File: config.mk
export PLATFORM = sky130hd
export DESIGN_NAME = mem_port_arbiter
export DESIGN_NICKNAME = d
export VERILOG_FILES = /design/src/rtl/mem_port_arbiter_pkg.sv /design/src/rtl/mem_port_arbiter_rr_arb2.sv /design/src/rtl/mem_port_arbiter.sv
export SDC_FILE = /design/constraint.sdc
export NUM_CORES = 1
export LEC_CHECK = 0
export BUFFER_PORTS_ARGS = -buffer_cell sky130_fd_sc_hd__buf_2
export CAP_MARGIN = 20
export CORE_AREA = 2 2 43 85
export CTS_CLUSTER_DIAMETER = 60
export DETAILED_ROUTE_END_ITERATION = 16
export DIE_AREA = 0 0 45 87
export MAX_ROUTING_LAYER = met4
export PLACE_DENSITY_LB_ADDON = 0.05
export SLEW_MARGIN = 10
export SYNTH_ARGS = -nofsm -noshare
export SYNTH_HDL_FRONTEND = slang
export SYNTH_HIERARCHICAL = 1
export SYNTH_SLANG_ARGS = --single-unit
File: constraint.sdc
create_clock -name clk -period 3.2 [get_ports clk]
set_input_delay 0.64 -clock clk [delete_from_list [all_inputs] [get_ports clk]]
set_output_delay 0.64 -clock clk [all_outputs]
set_load 0.005 [all_outputs]
File: src/rtl/mem_port_arbiter_pkg.sv
// Shared types and constants for the data-RAM port arbiter.
//   owner_t : which requester currently holds a lock (none, CPU, DBG)
//   REQ_CPU / REQ_DBG : bit positions of each requester in two-bit request/grant vectors
//   LAST_CPU / LAST_DBG : encodings of the round-robin "last granted" pointer
package mem_port_arbiter_pkg;

    typedef enum logic [1:0] {
        OWN_IDLE = 2'd0,
        OWN_CPU  = 2'd1,
        OWN_DBG  = 2'd2
    } owner_t;

    localparam int REQ_CPU = 0;
    localparam int REQ_DBG = 1;

    localparam logic LAST_CPU = 1'b0;
    localparam logic LAST_DBG = 1'b1;

endpackage

File: src/rtl/mem_port_arbiter_rr_arb2.sv
// Combinational two-way round-robin picker.
//   req  [1:0] : raw request bits, indexed by REQ_CPU / REQ_DBG
//   last       : requester granted most recently (LAST_CPU / LAST_DBG)
//   mask [1:0] : 1 = requester is locked out this cycle
//   gnt  [1:0] : one-hot grant (or zero when nobody is eligible)
// On a tie the requester that was not granted last wins.
module rr_arb2
    import mem_port_arbiter_pkg::*;
(
    input  logic [1:0] req,
    input  logic       last,
    input  logic [1:0] mask,
    output logic [1:0] gnt
);

    logic [1:0] eligible_s;

    // Pick one eligible requester, alternating on ties.
    always_comb begin
        eligible_s = req & ~mask;
        gnt        = 2'b00;
        case (eligible_s)
            2'b01:   gnt = 2'b01;
            2'b10:   gnt = 2'b10;
            2'b11:   gnt = (last == LAST_DBG) ? 2'b01 : 2'b10;
            default: gnt = 2'b00;
        endcase
    end

endmodule

File: src/rtl/mem_port_arbiter.sv
// Arbitrates the single-port synchronous data RAM between the CPU path and the
// debug/loader port. At most one access is issued per cycle; ties alternate.
// A requester may lock the RAM across a read-modify-write; a lock is released
// when the owner drops lock or after MAX_LOCK cycles of holding.
// Ports:
//   clk, reset (async, active-low)
//   cpu_* / dbg_* : req, we, lock, addr, wdata in; gnt (combinational), rvalid out
//   rdata         : read data for whichever requester has rvalid, else 0
//   ram_*         : RAM strobe, write enable, address, write data out; ram_rdata in
module mem_port_arbiter
    import mem_port_arbiter_pkg::*;
#(
    parameter int ADDR_W   = 16,
    parameter int DATA_W   = 16,
    parameter int MAX_LOCK = 8
) (
    input  logic              clk,
    input  logic              reset,
    input  logic              cpu_req,
    input  logic              cpu_we,
    input  logic              cpu_lock,
    input  logic [ADDR_W-1:0] cpu_addr,
    input  logic [DATA_W-1:0] cpu_wdata,
    input  logic              dbg_req,
    input  logic              dbg_we,
    input  logic              dbg_lock,
    input  logic [ADDR_W-1:0] dbg_addr,
    input  logic [DATA_W-1:0] dbg_wdata,
    output logic              cpu_gnt,
    output logic              dbg_gnt,
    output logic              cpu_rvalid,
    output logic              dbg_rvalid,
    output logic [DATA_W-1:0] rdata,
    output logic              ram_en,
    output logic              ram_we,
    output logic [ADDR_W-1:0] ram_addr,
    output logic [DATA_W-1:0] ram_wdata,
    input  logic [DATA_W-1:0] ram_rdata
);

    localparam int                LCNT_W   = $clog2(MAX_LOCK + 1);
    localparam logic [LCNT_W-1:0] LCNT_MAX = LCNT_W'(MAX_LOCK);

    owner_t            state_r;
    owner_t            state_nxt_s;
    logic              last_r;
    logic              last_nxt_s;
    logic              last_eff_s;
    logic [LCNT_W-1:0] lcnt_r;
    logic [LCNT_W-1:0] lcnt_nxt_s;
    logic              rv_cpu_r;
    logic              rv_dbg_r;
    logic              hold_s;
    logic [1:0]        mask_s;
    logic [1:0]        arb_gnt_s;
    logic [1:0]        gnt_s;

    // Decide whether a lock is still being held, and shape the arbiter inputs.
    // A releasing owner is treated as "last" so the other side wins a tie.
    always_comb begin
        hold_s     = 1'b0;
        mask_s     = 2'b00;
        last_eff_s = last_r;
        case (state_r)
            OWN_CPU: begin
                if (cpu_lock && (lcnt_r < LCNT_MAX)) begin
                    hold_s = 1'b1;
                    mask_s = 2'b10;
                end else begin
                    last_eff_s = LAST_CPU;
                end
            end
            OWN_DBG: begin
                if (dbg_lock && (lcnt_r < LCNT_MAX)) begin
                    hold_s = 1'b1;
                    mask_s = 2'b01;
                end else begin
                    last_eff_s = LAST_DBG;
                end
            end
            default: begin
                hold_s     = 1'b0;
                mask_s     = 2'b00;
                last_eff_s = last_r;
            end
        endcase
    end

    rr_arb2 u_rr_arb2 (
        .req  ({dbg_req, cpu_req}),
        .last (last_eff_s),
        .mask (mask_s),
        .gnt  (arb_gnt_s)
    );

    // Grants are suppressed while reset is asserted so every output reads 0.
    assign gnt_s   = reset ? arb_gnt_s : 2'b00;
    assign cpu_gnt = gnt_s[REQ_CPU];
    assign dbg_gnt = gnt_s[REQ_DBG];

    // Steer the winner's command onto the RAM port; idle port drives zeros.
    always_comb begin
        ram_en    = 1'b0;
        ram_we    = 1'b0;
        ram_addr  = {ADDR_W{1'b0}};
        ram_wdata = {DATA_W{1'b0}};
        if (gnt_s[REQ_CPU]) begin
            ram_en    = 1'b1;
            ram_we    = cpu_we;
            ram_addr  = cpu_addr;
            ram_wdata = cpu_wdata;
        end else if (gnt_s[REQ_DBG]) begin
            ram_en    = 1'b1;
            ram_we    = dbg_we;
            ram_addr  = dbg_addr;
            ram_wdata = dbg_wdata;
        end else begin
            ram_en    = 1'b0;
            ram_we    = 1'b0;
            ram_addr  = {ADDR_W{1'b0}};
            ram_wdata = {DATA_W{1'b0}};
        end
    end

    // Owner FSM, lock counter and round-robin pointer next-state.
    // The counter advances every held cycle regardless of the owner's req.
    always_comb begin
        state_nxt_s = OWN_IDLE;
        lcnt_nxt_s  = {LCNT_W{1'b0}};
        last_nxt_s  = last_r;
        if (hold_s) begin
            state_nxt_s = state_r;
            lcnt_nxt_s  = lcnt_r + LCNT_W'(1);
        end else if (gnt_s[REQ_CPU] && cpu_lock) begin
            state_nxt_s = OWN_CPU;
            lcnt_nxt_s  = {LCNT_W{1'b0}};
        end else if (gnt_s[REQ_DBG] && dbg_lock) begin
            state_nxt_s = OWN_DBG;
            lcnt_nxt_s  = {LCNT_W{1'b0}};
        end else begin
            state_nxt_s = OWN_IDLE;
            lcnt_nxt_s  = {LCNT_W{1'b0}};
        end
        if (gnt_s[REQ_CPU]) begin
            last_nxt_s = LAST_CPU;
        end else if (gnt_s[REQ_DBG]) begin
            last_nxt_s = LAST_DBG;
        end else begin
            last_nxt_s = last_r;
        end
    end

    // State registers; reset discards any lock and pending read returns.
    always_ff @(posedge clk or negedge reset) begin
        if (!reset) begin
            state_r  <= OWN_IDLE;
            last_r   <= LAST_DBG;
            lcnt_r   <= {LCNT_W{1'b0}};
            rv_cpu_r <= 1'b0;
            rv_dbg_r <= 1'b0;
        end else begin
            state_r  <= state_nxt_s;
            last_r   <= last_nxt_s;
            lcnt_r   <= lcnt_nxt_s;
            rv_cpu_r <= gnt_s[REQ_CPU] & ~cpu_we;
            rv_dbg_r <= gnt_s[REQ_DBG] & ~dbg_we;
        end
    end

    assign cpu_rvalid = rv_cpu_r;
    assign dbg_rvalid = rv_dbg_r;
    assign rdata      = (rv_cpu_r | rv_dbg_r) ? ram_rdata : {DATA_W{1'b0}};

endmodule

# Word-level counts from Yosys, hierarchy flattened
# Cells that the tools add are included.
totals:
  in_bits: 88
  elab_cells: 50
  register_bits: 9
  out_inout_bits: 54
op_classes:
  n_eq_ne: 5
  n_reduce_logical: 5
  add_sub_neg: 1
  order_cmp: 1
  muxes: 26
  n_bitwise: 7
ops:
  columns: ["op", "n"]
  rows:
  - ["16-bit 2-to-1 mux", 5]
  - ["1-bit 2-to-1 mux", 11]
  - ["2-bit 2-to-1 mux", 5]
  - ["2-bit equality test, second input constant", 3]
  - ["2-bit case mux with 3 select lines", 1]
  - ["4-bit by 1-bit adder with 4-bit output, second input constant", 1]
  - ["2-bit by 1-bit equality test with 1-bit output, second input constant", 2]
  - ["1-bit logical AND", 4]
  - ["4-bit less-than comparator, second input constant", 1]
  - ["4-bit 2-to-1 mux", 1]
  - ["1-bit case mux with 2 select lines", 2]
  - ["2-bit case mux with 2 select lines", 1]
  - ["1-bit bitwise AND", 2]
  - ["2-bit bitwise AND", 1]
  - ["1-bit inverter", 2]
  - ["2-bit inverter", 1]
  - ["2-bit nonzero test", 1]
  - ["1-bit OR", 1]

# Logic depth before layout (Yosys ltp)
depth:
  ltp_word: 12
  depth_mapped: 10
  mapped_depth_nobuf: 9

# By module
# The synthesis kept the hierarchy.
modules_own_cells:
  columns: ["mod", "area_each_um2", "seq_area_each_um2", "instances", "cells_each"]
  rows:
  - ["mem_port_arbiter", 890.9, 226.5, 1, 100]
  - ["rr_arb2", 32.5, 0.0, 1, 4]

# Worst setup path before layout
# OpenSTA, ideal clock, no wires.
synth_path:
  path_type: "in2out"
  from: "input port cpu_lock"
  to: "output port ram_addr[10]"
  cell_stages: 8
  setup_slack_ps: 608
  n_path_buf: 1
  arrival_time_ps: 1952
  t_required_ps: 2560
  cell_sequence: "and3b_1 o21a_1 o22a_1 o21a_1 nand2_1 inv_2 buf_2 a22o_1"
synth_via:
  elab_cells_between_ends: 15
  cone_classes: "3 x eq/ne; 9 x mux; 2 x bitwise; 1 x reduce/logical"
synth_rtl:
  columns: ["item", "line", "text"]
  rows:
  - ["start, declared", "mem_port_arbiter.sv:21", "input logic cpu_lock,"]
  - ["1-bit logical AND", "mem_port_arbiter.sv:66", "if (cpu_lock && (lcnt_r < LCNT_MAX)) begin"]
  - ["1-bit 2-to-1 mux", "mem_port_arbiter.sv:66", null]
  - ["1-bit case mux with 2 select lines", "mem_port_arbiter.sv:64", "case (state_r)"]
  - ["net last_eff_s", "mem_port_arbiter.sv:48", "logic last_eff_s;"]
  - ["2-bit 2-to-1 mux", "mem_port_arbiter_rr_arb2.sv:25", "2'b11: gnt = (last == LAST_DBG) ? 2'b01 : 2'b10;"]
  - ["2-bit case mux with 3 select lines", "mem_port_arbiter_rr_arb2.sv:22", "case (eligible_s)"]
  - ["net arb_gnt_s[0]", "mem_port_arbiter.sv:55", "logic [1:0] arb_gnt_s;"]
  - ["2-bit 2-to-1 mux", "mem_port_arbiter.sv:97", "assign gnt_s = reset ? arb_gnt_s : 2'b00;"]
  - ["net cpu_gnt", "mem_port_arbiter.sv:29", "output logic cpu_gnt,"]
  - ["16-bit 2-to-1 mux", "mem_port_arbiter.sv:107", "if (gnt_s[REQ_CPU]) begin"]
  - ["end, declared", "mem_port_arbiter.sv:36", "output logic [ADDR_W-1:0] ram_addr,"]
# The timed path passes the listed nets, and every way through them passes these cells.

# Worst setup path after layout
layout_path:
  from: "register state_r[0]"
  to: "output port ram_addr[3]"
layout_via:
  elab_cells_between_ends: 14
  cone_classes: "5 x eq/ne; 7 x mux; 2 x bitwise"
layout_rtl:
  columns: ["item", "line", "text"]
  rows:
  - ["start, declared", "mem_port_arbiter.sv:44", "owner_t state_r;"]
  - ["start signal, assigned", "mem_port_arbiter.sv:162", "state_r <= state_nxt_s;"]
  - ["2-bit equality test / 2-bit by 1-bit equality test with 1-bit output (equally long branches)", "mem_port_arbiter.sv:64", null]
  - ["1-bit case mux with 2 select lines (*)", "mem_port_arbiter.sv:64", null]
  - ["net last_eff_s", "mem_port_arbiter.sv:48", null]
  - ["2-bit 2-to-1 mux (*)", "mem_port_arbiter_rr_arb2.sv:25", null]
  - ["2-bit case mux with 3 select lines (*)", "mem_port_arbiter_rr_arb2.sv:22", null]
  - ["net arb_gnt_s[1]", "mem_port_arbiter.sv:55", null]
  - ["2-bit 2-to-1 mux (*)", "mem_port_arbiter.sv:97", null]
  - ["16-bit 2-to-1 mux (*)", "mem_port_arbiter.sv:112", "end else if (gnt_s[REQ_DBG]) begin"]
  - ["16-bit 2-to-1 mux (*)", "mem_port_arbiter.sv:107", null]
# Mark *: on every way through the listed nets, which the timed path passes. The rest lies on a longest branch.

==> results.md <==
- Status: finished clean
- Final Hold Viols: 0
- Share of layout cells above drive strength 1: 0.648
- DR WL met3: 491 um
- Startpoint Class: register
- Detailed Route Iter0 Violations: 6
- # hold bufs at CTS: 0
- Post-synth top cells: 33 x a22o_1, 12 x nor2b_1, 8 x dfrtp_1
- Vias per cell: 4.87
- Seq cells post-synth: 9
- Initial antenna violation count: 0
- Highest metal layer with signal wires: met4
- Final setup fails: 0
- TritonCTS clock tree: done
- # IOs: 142
- Synth Area in XOR/XNOR: 0.00949
- Post-synthesis mux area share: 0.0325
- Clock-pin slew on the worst setup and hold paths: 0.05 ns
- Layout area overhead: 89.2%
- Post-Synth Simple-Gate Area: 0.225
- Dpl cell area: 1660 um^2
- H-tree levels: 1
- Initial core utilization: 0.280
- Cell with the most instances after synthesis: a22o_1
- Setup TNS: 0 ns
- WS Path Type: reg -> out
- Post-DP HPWL: 3180 um
- Setup crit end kind: primary output
- Port Buf Inserts: 141
- Crit share post-route: 0.936
- Final Cell Area: 1750 um^2
- CTS buffer count: 3
- Measured slew at the worst slew-check pin: 0.819 ns
- R2R Setup Slk: 1.15 ns
- Antenna fix cells: 0
- Mean area per synthesized cell: 8.88 um^2
- Arr. time, crit path: 2.35 ns
- Layout net count: 336
- Die area: 3920 um^2
- Post-CTS setup buffers: 0
- EDFF count, synth: 0
- Via count: 1,344
- Post-DR wirelength/cell: 13.8 um
- GRT overflow: 0
- Clock Latency Late Sink: 0.24 ns
- Cell accounting for the most synthesized area: a22o_1
- Max-Slew Margin vs Limit: 0.452
- Post-route antenna net violation count: 0
- Post-CTS resize count: 0
- Max-Cap Viols: 0
- Cell Rows: 30
- DRT met1 WL: 1250 um
- DR pass1 iterations: 4
- Bufs on Longest Clock Path: 2
- First-pass GRT wire length: 5230 um
- Sinks on Clock Net: 9
- Gr usage total: 0.181
- Final min period: 2.99 ns
- Top area cells in the synthesized netlist: a22o_1 31%, dfrtp_1 22%, nor2b_1 8.1%
- Vias in the first global route: 1,251
- DIE WIDTH: 45 um
- Post-Syn Area: 923 um^2
- Final GP Congestion: 0.769
- DRC: 0
- Peak VDD IR: 0.215 mV
- Count of cell types in the netlist: 28
- Synth Area in Compound Gates: 0.386
- Largest family of logic cells by synthesized area: compound AO/OA/AOI/OAI gates
- Maximum operating frequency: 334 MHz
- Net Count, Synth: 195
- Yosys warnings: 6
- Die H: 87 um
- Wire length after detailed routing: 3820 um
- CP required: 2.56 ns
- RSZ-0062 raised after global routing: false
- Sequential element share of the synthesized area: 0.245
- Hold Crit Class: in -> async
- Synth Instances: 104
- Pwr Density: 276 nW/um^2
- Synth top area share: 0.313
- Leak: 1.08 nW
- Top FF cell, synth: dfrtp_1
- Synth async-reset ratio: 1.00
- Largest net degree at the start of global routing: 35
- CORE AREA: 3300 um^2
- Max Clock Skew: 0.00789 ns
- Met2 wire len: 1990 um
- Final core occ: 0.529
- CTS root buffer: clkbuf_8
- Slew Limit Fails: 0
- Synth Area in Adders: 0.0407
- Worst-path maximum fanout: 16
## path summary, 6_finish.rpt
kind                            startpoint     endpoint  cells after the start
worst max-delay path            state_r[0]  ram_addr[3]                     10
worst min-delay path                 reset    lcnt_r[2]                      1
min in group clk                 lcnt_r[0]    lcnt_r[0]                      1
worst min register to register   lcnt_r[0]    lcnt_r[0]                      1
max in group asynchronous            reset       last_r                      1
worst max register to register  state_r[0]   state_r[1]                      8
## critical path: stages, from the launching register on
cell and delay [ns]:
dfrtp_1 0.37, inv_1 0.05, ha_1 0.36, o21a_1 0.21, o22a_1 0.20, a21oi_1 0.15, nand2_2 0.13, nor2_4 0.20
clkbuf_16 0.20, a22o_1 0.13, buf_2 0.11
## stage by stage
stage / power (mW) / hold slack (ns) / worst slack, ns / cells
finish: 0.483 / 0.270 / 0.205 / 276
global route: 0.522 / 0.274 / 0.00489 / 276
CTS: 0.482 / 0.262 / 0.0819 / 275
detailed placement: 0.345 / 0.458 / 0.236 / 271
global placement: 0.345 / 0.455 / 0.281 / 271
floorplan: 0.228 / 0.344 / 0.608 / 104
## logic make-up (layout without fill, tap and decap cells)
group                    Yosys count  count (layout)
AND/OR/NAND/NOR                   35              35
AO/OA/AOI/OAI                     41              41
multiplexers                       2               2
buffers and inverters             13             153
XOR/XNOR                           1               1
adder cells (fa/ha/maj)            3               3
flip-flops                         9               9
## cell usage in the layout, fill, tap and decap left out, drive strengths merged, types with 2 or more instances in the layout
cell type	synthesis	layout
a21oi	2	2
a22o	33	33
and2b	4	4
buf	6	142
clkbuf	1	4
dfrtp	8	8
ha	3	3
inv	6	6
mux2	2	2
nand2	5	5
nor2	7	7
nor2b	13	13
o21a	3	3
## sequential cells by signal, summed over array words and instances (netlist names)
name,count
lcnt_r,4
state_r,2
cpu_rvalid,1
dbg_rvalid,1
last_r,1
## routing by layer
metal	track usage	up-vias
met3	0.0456	8
met5	-	-
met4	0.0936	0
met1	0.179	563
li1	-	670
met2	0.309	103
## layout make-up
class,count,area (um^2)
fill,332,1560
timing repair buffer,143,751
multi-input combinational,82,656
sequential,9,226
clock buffer,3,41.3
tap,32,40.0
inverter,6,27.5
clock inverter,1,5.00
## where the power goes
| group | switching, mW | total (mW) | internal, mW | leakage, nW |
|---|---|---|---|---|
| clock | 0.0462 | 0.131 | 0.0850 | 0.0255 |
| sequential | 0.00437 | 0.126 | 0.122 | 0.121 |
| combinational | 0.0973 | 0.225 | 0.128 | 0.935 |
Note: power is estimated with default switching activity, not from simulation.
